**src/rtl/instruction_queue_pkg.sv**
```systemverilog
// instruction_queue_pkg: shared sizing and the queue entry type for the instruction queue.
package instruction_queue_pkg;
  localparam int BW_PROCESSOR_DATA = 32;
  localparam int BW_PROCESSOR_BLOCK = 64;
  localparam int BW_ADDRESS = 32;
  localparam int NUM_GLOBAL_HISTORY = 4;
  localparam int NUM_IQ_ENTRY = 8;
  localparam int NUM_FIFO_INPUT_ENTRY = BW_PROCESSOR_BLOCK / BW_PROCESSOR_DATA;
  localparam int BW_PC_MOD = $clog2(NUM_FIFO_INPUT_ENTRY) + int'(NUM_FIFO_INPUT_ENTRY <= 1);
  localparam int BW_IQ_PTR = $clog2(NUM_IQ_ENTRY);
  localparam int BW_IQ_CNT = BW_IQ_PTR + 1;
  localparam int BW_PUSH_CNT = $clog2(NUM_FIFO_INPUT_ENTRY + 1);
  typedef struct packed {
    logic [BW_PROCESSOR_DATA-1:0] instruction;
    logic [BW_ADDRESS-1:0] pc;
    logic [BW_ADDRESS-1:0] pc_next;
    logic [NUM_GLOBAL_HISTORY-1:0] global_history;
  } iq_entry_t;
endpackage

```
**src/rtl/instruction_queue_if.sv**
```systemverilog
// instruction_queue_if: fetch-side and issue-side handshakes of the instruction queue.
interface instruction_queue_if;
  import instruction_queue_pkg::*;
  logic i_branch_valid;
  logic i_branch_correct_prediction;
  logic i_pc_valid;
  logic i_pc_ready;
  logic [BW_PROCESSOR_BLOCK-1:0] i_pc_instruction_flatten;
  logic [BW_ADDRESS-1:0] i_pc;
  logic [BW_PC_MOD-1:0] i_pc_upperbound;
  logic [BW_PROCESSOR_BLOCK-1:0] i_pc_next_flatten;
  logic [NUM_GLOBAL_HISTORY-1:0] i_global_history;
  logic o_issue_valid;
  logic o_issue_ready;
  logic [BW_PROCESSOR_DATA-1:0] o_issue_instruction;
  logic [BW_ADDRESS-1:0] o_issue_pc;
  logic [BW_ADDRESS-1:0] o_issue_pc_next;
  logic [NUM_GLOBAL_HISTORY-1:0] o_issue_global_history;
  modport slave (
    input i_branch_valid, i_branch_correct_prediction, i_pc_valid, i_pc_instruction_flatten,
    i_pc, i_pc_upperbound, i_pc_next_flatten, i_global_history, o_issue_ready,
    output i_pc_ready, o_issue_valid, o_issue_instruction, o_issue_pc, o_issue_pc_next,
    o_issue_global_history
  );
  modport master (
    output i_branch_valid, i_branch_correct_prediction, i_pc_valid, i_pc_instruction_flatten,
    i_pc, i_pc_upperbound, i_pc_next_flatten, i_global_history, o_issue_ready,
    input i_pc_ready, o_issue_valid, o_issue_instruction, o_issue_pc, o_issue_pc_next,
    o_issue_global_history
  );
endinterface

```
**src/rtl/instruction_queue_iq_ring_buffer.sv**
```systemverilog
// iq_ring_buffer: circular entry store with multi-entry write, single read and flush.
module iq_ring_buffer
  import instruction_queue_pkg::*;
(
  input  logic clk,
  input  logic rst_n,
  input  logic flush_i,
  input  logic pop_i,
  input  logic [BW_PUSH_CNT-1:0] push_cnt_i,
  input  iq_entry_t [NUM_FIFO_INPUT_ENTRY-1:0] wr_data_i,
  output iq_entry_t rd_data_o,
  output logic [BW_IQ_CNT-1:0] count_o
);
  iq_entry_t mem_q [NUM_IQ_ENTRY];
  logic [BW_IQ_PTR-1:0] head_q, head_d, tail_q, tail_d;
  logic [BW_IQ_CNT-1:0] count_q, count_d;
  always_comb begin
    head_d = flush_i ? '0 : head_q + BW_IQ_PTR'(pop_i);
    tail_d = flush_i ? '0 : tail_q + BW_IQ_PTR'(push_cnt_i);
    count_d = flush_i ? '0 : count_q + BW_IQ_CNT'(push_cnt_i) - BW_IQ_CNT'(pop_i);
  end
  always_ff @(posedge clk or negedge rst_n) begin
    if (!rst_n) begin
      head_q <= '0;
      tail_q <= '0;
      count_q <= '0;
      for (int i = 0; i < NUM_IQ_ENTRY; i++) mem_q[i] <= '0;
    end else begin
      head_q <= head_d;
      tail_q <= tail_d;
      count_q <= count_d;
      for (int j = 0; j < NUM_FIFO_INPUT_ENTRY; j++)
        if (!flush_i && BW_PUSH_CNT'(j) < push_cnt_i) mem_q[tail_q + BW_IQ_PTR'(j)] <= wr_data_i[j];
    end
  end
  assign rd_data_o = mem_q[head_q];
  assign count_o = count_q;
endmodule

```
**src/rtl/instruction_queue.sv**
```systemverilog
// instruction_queue: unpacks fetch blocks into per-instruction entries and issues them in order.
module instruction_queue
  import instruction_queue_pkg::*;
(
  input logic clk,
  input logic rst_n,
  instruction_queue_if.slave bus
);
  logic flush, push, pop;
  logic [BW_IQ_CNT-1:0] count;
  logic [BW_PC_MOD-1:0] start;
  logic [BW_ADDRESS-1:0] base;
  logic [BW_PUSH_CNT-1:0] n_push, push_cnt;
  logic [NUM_FIFO_INPUT_ENTRY-1:0][BW_PROCESSOR_DATA-1:0] instr;
  logic [NUM_FIFO_INPUT_ENTRY-1:0][BW_ADDRESS-1:0] pc_next;
  iq_entry_t [NUM_FIFO_INPUT_ENTRY-1:0] wr_data;
  iq_entry_t rd_data;
  assign instr = bus.i_pc_instruction_flatten;
  assign pc_next = bus.i_pc_next_flatten;
  assign flush = bus.i_branch_valid && !bus.i_branch_correct_prediction;
  assign bus.i_pc_ready = count <= BW_IQ_CNT'(NUM_IQ_ENTRY - NUM_FIFO_INPUT_ENTRY);
  assign push = bus.i_pc_valid && bus.i_pc_ready && !flush;
  assign bus.o_issue_valid = count != '0;
  assign pop = bus.o_issue_valid && bus.o_issue_ready;
  assign start = bus.i_pc[BW_PC_MOD+1:2];
  assign base = bus.i_pc & ~BW_ADDRESS'((1 << (BW_PC_MOD + 2)) - 1);
  assign n_push = start > bus.i_pc_upperbound ? '0
                : BW_PUSH_CNT'(bus.i_pc_upperbound - start) + BW_PUSH_CNT'(1);
  assign push_cnt = push ? n_push : '0;
  // Compact slots start..upperbound to the low write lanes; lanes past n_push are ignored.
  for (genvar j = 0; j < NUM_FIFO_INPUT_ENTRY; j++) begin : g_lane
    logic [BW_PC_MOD-1:0] s;
    assign s = start + BW_PC_MOD'(j);
    assign wr_data[j] = '{instruction: instr[s], pc: base + BW_ADDRESS'({s, 2'b00}),
                          pc_next: pc_next[s], global_history: bus.i_global_history};
  end
  iq_ring_buffer u_ring (
    .clk(clk),
    .rst_n(rst_n),
    .flush_i(flush),
    .pop_i(pop),
    .push_cnt_i(push_cnt),
    .wr_data_i(wr_data),
    .rd_data_o(rd_data),
    .count_o(count)
  );
  assign bus.o_issue_instruction = rd_data.instruction;
  assign bus.o_issue_pc = rd_data.pc;
  assign bus.o_issue_pc_next = rd_data.pc_next;
  assign bus.o_issue_global_history = rd_data.global_history;
endmodule

```
**src/flat_wrapper.sv**
```systemverilog
// flat-port wrapper written by rule: the top's interface ports become plain ports
module instruction_queue_flat import instruction_queue_pkg::*;
  (clk, rst_n, bus_i_branch_valid, bus_i_branch_correct_prediction, bus_i_pc_valid, bus_i_pc_instruction_flatten, bus_i_pc, bus_i_pc_upperbound, bus_i_pc_next_flatten, bus_i_global_history, bus_o_issue_ready, bus_i_pc_ready, bus_o_issue_valid, bus_o_issue_instruction, bus_o_issue_pc, bus_o_issue_pc_next, bus_o_issue_global_history);
  instruction_queue_if bus_i ();
  input logic clk;
  input logic rst_n;
  input wire logic [$bits(bus_i.i_branch_valid)-1:0] bus_i_branch_valid;
  input wire logic [$bits(bus_i.i_branch_correct_prediction)-1:0] bus_i_branch_correct_prediction;
  input wire logic [$bits(bus_i.i_pc_valid)-1:0] bus_i_pc_valid;
  input wire logic [$bits(bus_i.i_pc_instruction_flatten)-1:0] bus_i_pc_instruction_flatten;
  input wire logic [$bits(bus_i.i_pc)-1:0] bus_i_pc;
  input wire logic [$bits(bus_i.i_pc_upperbound)-1:0] bus_i_pc_upperbound;
  input wire logic [$bits(bus_i.i_pc_next_flatten)-1:0] bus_i_pc_next_flatten;
  input wire logic [$bits(bus_i.i_global_history)-1:0] bus_i_global_history;
  input wire logic [$bits(bus_i.o_issue_ready)-1:0] bus_o_issue_ready;
  output wire logic [$bits(bus_i.i_pc_ready)-1:0] bus_i_pc_ready;
  output wire logic [$bits(bus_i.o_issue_valid)-1:0] bus_o_issue_valid;
  output wire logic [$bits(bus_i.o_issue_instruction)-1:0] bus_o_issue_instruction;
  output wire logic [$bits(bus_i.o_issue_pc)-1:0] bus_o_issue_pc;
  output wire logic [$bits(bus_i.o_issue_pc_next)-1:0] bus_o_issue_pc_next;
  output wire logic [$bits(bus_i.o_issue_global_history)-1:0] bus_o_issue_global_history;
  assign bus_i.i_branch_valid = bus_i_branch_valid;
  assign bus_i.i_branch_correct_prediction = bus_i_branch_correct_prediction;
  assign bus_i.i_pc_valid = bus_i_pc_valid;
  assign bus_i.i_pc_instruction_flatten = bus_i_pc_instruction_flatten;
  assign bus_i.i_pc = bus_i_pc;
  assign bus_i.i_pc_upperbound = bus_i_pc_upperbound;
  assign bus_i.i_pc_next_flatten = bus_i_pc_next_flatten;
  assign bus_i.i_global_history = bus_i_global_history;
  assign bus_i.o_issue_ready = bus_o_issue_ready;
  assign bus_i_pc_ready = bus_i.i_pc_ready;
  assign bus_o_issue_valid = bus_i.o_issue_valid;
  assign bus_o_issue_instruction = bus_i.o_issue_instruction;
  assign bus_o_issue_pc = bus_i.o_issue_pc;
  assign bus_o_issue_pc_next = bus_i.o_issue_pc_next;
  assign bus_o_issue_global_history = bus_i.o_issue_global_history;
  instruction_queue u_core (.clk(clk), .rst_n(rst_n), .bus(bus_i));
endmodule
```
**config.mk**
```make
export PLATFORM = sky130hd
export DESIGN_NAME = instruction_queue_flat
export DESIGN_NICKNAME = d
export VERILOG_FILES = /design/src/rtl/instruction_queue_pkg.sv /design/src/rtl/instruction_queue_if.sv /design/src/rtl/instruction_queue_iq_ring_buffer.sv /design/src/rtl/instruction_queue.sv /design/src/flat_wrapper.sv
export SDC_FILE = /design/constraint.sdc
export NUM_CORES = 2
export LEC_CHECK = 0
export BUFFER_PORTS_ARGS = -buffer_cell sky130_fd_sc_hd__buf_2
export CAP_MARGIN = 5
export CORE_MARGIN = 8
export CORE_UTILIZATION = 45
export DETAILED_ROUTE_END_ITERATION = 8
export PLACE_DENSITY = 0.7
export RECOVER_POWER = 50
export SYNTH_ARGS = -nofsm -noshare
export SYNTH_HDL_FRONTEND = slang
export SYNTH_SLANG_ARGS = --single-unit
```
**constraint.sdc**
```tcl
create_clock -name clk -period 8.6 [get_ports clk]
set_input_delay 1.72 -clock clk [delete_from_list [all_inputs] [get_ports clk]]
set_output_delay 1.72 -clock clk [all_outputs]
set_load 0.05 [all_outputs]
```
==> flow_summary_export.csv <==
group,metric,value,unit
power,p_leak,21.86,nW
floorplanning,die_height,325.0,um
final_layout,fin_nets,4452,
synthesis,synth_top_area_frac,0.4717,
timing,min_period_over_period,0.7662,
final_layout,syn2layout_area_growth,11.76,%
worst_setup_path,cpPeakStageDelay,2.07,ns
synthesis,ys_ff_latch,810,
routing,ant_nets,0,
worst_hold_path,hp-class,"reg -> reg",
floorplanning,die_w,325.0,um
power,power,16.65,mW
worst_setup_path,reg2reg_from,"u_core.u_ring.count_o[2]",
routing,wl_per_cell,24.78,um
timing,rsz0062_at_grt,"false",
outcome,outcome,"complete, but fails checks",
clock_tree,cts_resized,0,
clock_tree,cts_buffers,92,
clock_tree,clkSlewWorstSetupHoldPaths,0.06,ns
synthesis,synth-edff-count,0,
clock_tree,cts_num_sinks,810,
worst_hold_path,holdPathStages,2,
synthesis,async_flop_share,1.000,
worst_setup_path,cp.arrival,7.17,ns
worst_setup_path,critPathBufInv,3,
synthesis,synthTopCellsByCount,"1006 x o21ai_0, 810 x dfrtp_1, 528 x nand2_1",
worst_setup_path,r2r_slack,3.08,ns
worst_setup_path,crit_required,9.18,ns
timing,slew_headroom,-1.734,
floorplanning,start_util,0.4529,
clock_tree,cts.path.max_buffers,3,
timing,period_needed,6.590,ns
clock_tree,clk_latency,0.67,ns
routing,drt-vias-per-instance,6.250,
grt,grt.overflow.total,0,
clock_tree,cts_tree,"built",
floorplanning,die-area,105600,sq um
routing,wl,139200,um
timing,setup_viol_count_final,0,
synthesis,synth_area_leaders,"dfrtp_1 47%, o21ai_0 12%, mux4_2 10%",
floorplanning,row_count,113,
power,pwr_density_cell,346.8,nW/um^2
place,port_buffers,270,
outcome,violations,"max-capacitance violations, max-slew violations",
synthesis,synth.distinct_cells,43,
timing,max_freq,151.8,MHz
worst_setup_path,cp_max_fo,91,
clock_tree,cts_setup_buffers,0,
synthesis,ys_warn_count,0,
grt,grt_max_degree,168,
grt,grt_usage,0.2554,
grt,grt_pass1_wl,212200,um
timing,max_slew.worst_pin.slew,4.100,ns
clock_tree,htree_levels,3,
worst_setup_path,crit_type,"in -> reg",
grt,grt_pass1_vias,35140,
routing,vias,35110,
worst_setup_path,cp.depth,9,
routing,drt_pass1_iterations,9,
worst_setup_path,path_cells,"clkbuf_8, inv_1, ha_1, o21bai_1, nor4_1, and2_0, buf_4, o21ai_0, nand3_1",
routing,drc,0,
flow_run,maxCapViolations,11,
synthesis,syn_area,42970,sq um
worst_setup_path,regToRegEndpoint,"u_core.u_ring.mem_q[13]",
worst_setup_path,crit_path_start_kind,"input port",
synthesis,yosysMostFrequentCell,"o21ai_0",
routing,drt_iter0_drc,3719,
grt,antenna_found_initial,11,
clock_tree,hold_buffers,0,
timing,hold_violations,0,
power,peakVddDrop,0.0002490,V
worst_hold_path,hold_start,"u_core.u_ring.mem_q[29]",
synthesis,syn_inst,4246,
synthesis,synth_nets,4431,
worst_setup_path,end_kind,"register",
place,dp_hpwl,75640,um
worst_setup_path,r2r_cells,8,
synthesis,seq_area_frac_synth,0.4717,
final_layout,layout-drive-gt1-share,0.2435,
place,place_congestion,0.8021,
synthesis,syn_area_per_cell,10.12,sq um
synthesis,synth_ff_type,"dfrtp_1",
worst_setup_path,cp_top_family,"simple AND/OR/NAND/NOR gates",
clock_tree,cts_root_buffer,"clkbuf_16",
timing,fin_skew,0.03235,ns
timing,tns,0,ns
floorplanning,pin_count,273,
worst_setup_path,slowest_stage,"and2_0",
timing,slew_viol_final,613,
final_layout,fillers,8426,
worst_hold_path,hold-path-endpoint,"u_core.u_ring.mem_q[29]",
floorplanning,fp.coreArea,94870,sq um
synthesis,yosys.area.top_type,"dfrtp_1",
cells in the final DEF, fill, tap and decap left out, drive strengths merged, types with 26 or more instances in the layout:
master | netlist | routed
o21ai | 1026 | 1026
dfrtp | 810 | 810
nand2 | 529 | 529
nand3 | 508 | 508
mux2 | 365 | 365
buf | 217 | 318
mux4 | 200 | 200
and2 | 158 | 158
clkbuf | 188 | 141
nor2b | 128 | 128
clkinv | 0 | 26
inv | 21 | 26
flip-flops by register name, summed over array words and instances, names as in the netlist:
| name | flops |
|---|---|
| u_core.u_ring.count_o | 4 |
| u_core.u_ring.mem_q | 800 |
| u_core.u_ring.head_q | 3 |
| u_core.u_ring.tail_q | 3 |
per-stage QoR:
| stage | cell area (sq um) | util | instances | setup WS [ns] | hold WS [ns] |
|---|---|---|---|---|---|
| final | 48020 | 0.5062 | 5618 | 2.010 | 0.4708 |
| after global routing | 48010 | 0.5061 | 5614 | 1.906 | 0.4918 |
| after CTS | 48110 | 0.5071 | 5610 | 3.073 | 0.4732 |
| after detailed placement | 44940 | 0.4737 | 5438 | 3.132 | 0.4608 |
| after global placement | 44940 | 0.4737 | 5438 | 3.203 | 0.4532 |
| after floorplan | 42970 | - | 4246 | 4.197 | 0.4436 |
worst min-delay path, cell delays in order, from the launching register on:
cell     delay (ns)
dfrtp_1        0.34
nand2_1        0.05
nand3_1        0.05
cell families (layout without fill, tap and decap cells):
logic type | count (synthesis) | count (layout) | synth area share
compound gates | 1053 | 1053 | 0.1250
buf+inv | 426 | 525 | 0.04013
flops | 810 | 810 | 0.4717
mux | 572 | 572 | 0.2021
fa+ha+maj | 14 | 14 | 0.004426
simple gates | 1365 | 1365 | 0.1550
other cells | 0 | 8 | 0
xor+xnor | 6 | 6 | 0.001573
layout make-up:
cell class              count  area [sq um]  area share
diodes                      8         20.02   0.0004169
clock buffers             127          2616     0.05448
clock inverters            45         551.8     0.01149
inverters                  21         78.83    0.001641
multi-input cells        3010         21020      0.4378
flip-flops and latches    810         20280      0.4223
well taps                1265          1583     0.03296
repair buffers            332          1869     0.03893
power breakdown:
group | internal (mW) | leakage (nW) | switching, mW | total, mW
logic | 2.59 | 9.65 | 3.99 | 6.58
registers | 5.15 | 10.6 | 0.806 | 5.96
clock network | 2.47 | 1.57 | 1.65 | 4.12
total | 10.2 | 21.9 | 6.45 | 16.7
per-layer routing:
| layer | vias up | track usage | part of all wire |
|---|---|---|---|
| met5 | - | 0 | 0.000086 |
| li1 | 15210 | - | - |
| met3 | 408 | 0.05061 | 0.094 |
| met4 | 2 | 0.1030 | 0.040 |
| met1 | 17610 | 0.3416 | 0.40 |
| met2 | 1883 | 0.4082 | 0.47 |
worst max path at each step:
| stage | start | endpoint | slack (ns) |
|---|---|---|---|
| after floorplan | u_core.u_ring.head_q[0] | bus_o_issue_pc[2] | 4.20 |
| after global placement | bus_i_pc[2] | u_core.u_ring.mem_q[456] | 3.20 |
| after detailed placement | bus_i_pc[2] | u_core.u_ring.mem_q[449] | 3.13 |
| after CTS | u_core.u_ring.head_q[0] | bus_o_issue_pc[2] | 3.07 |
| after global routing | rst_n | u_core.u_ring.head_q[1] | 1.91 |
| final | bus_i_pc[2] | u_core.u_ring.mem_q[627] | 2.01 |
(Power assumes the default switching activity.)
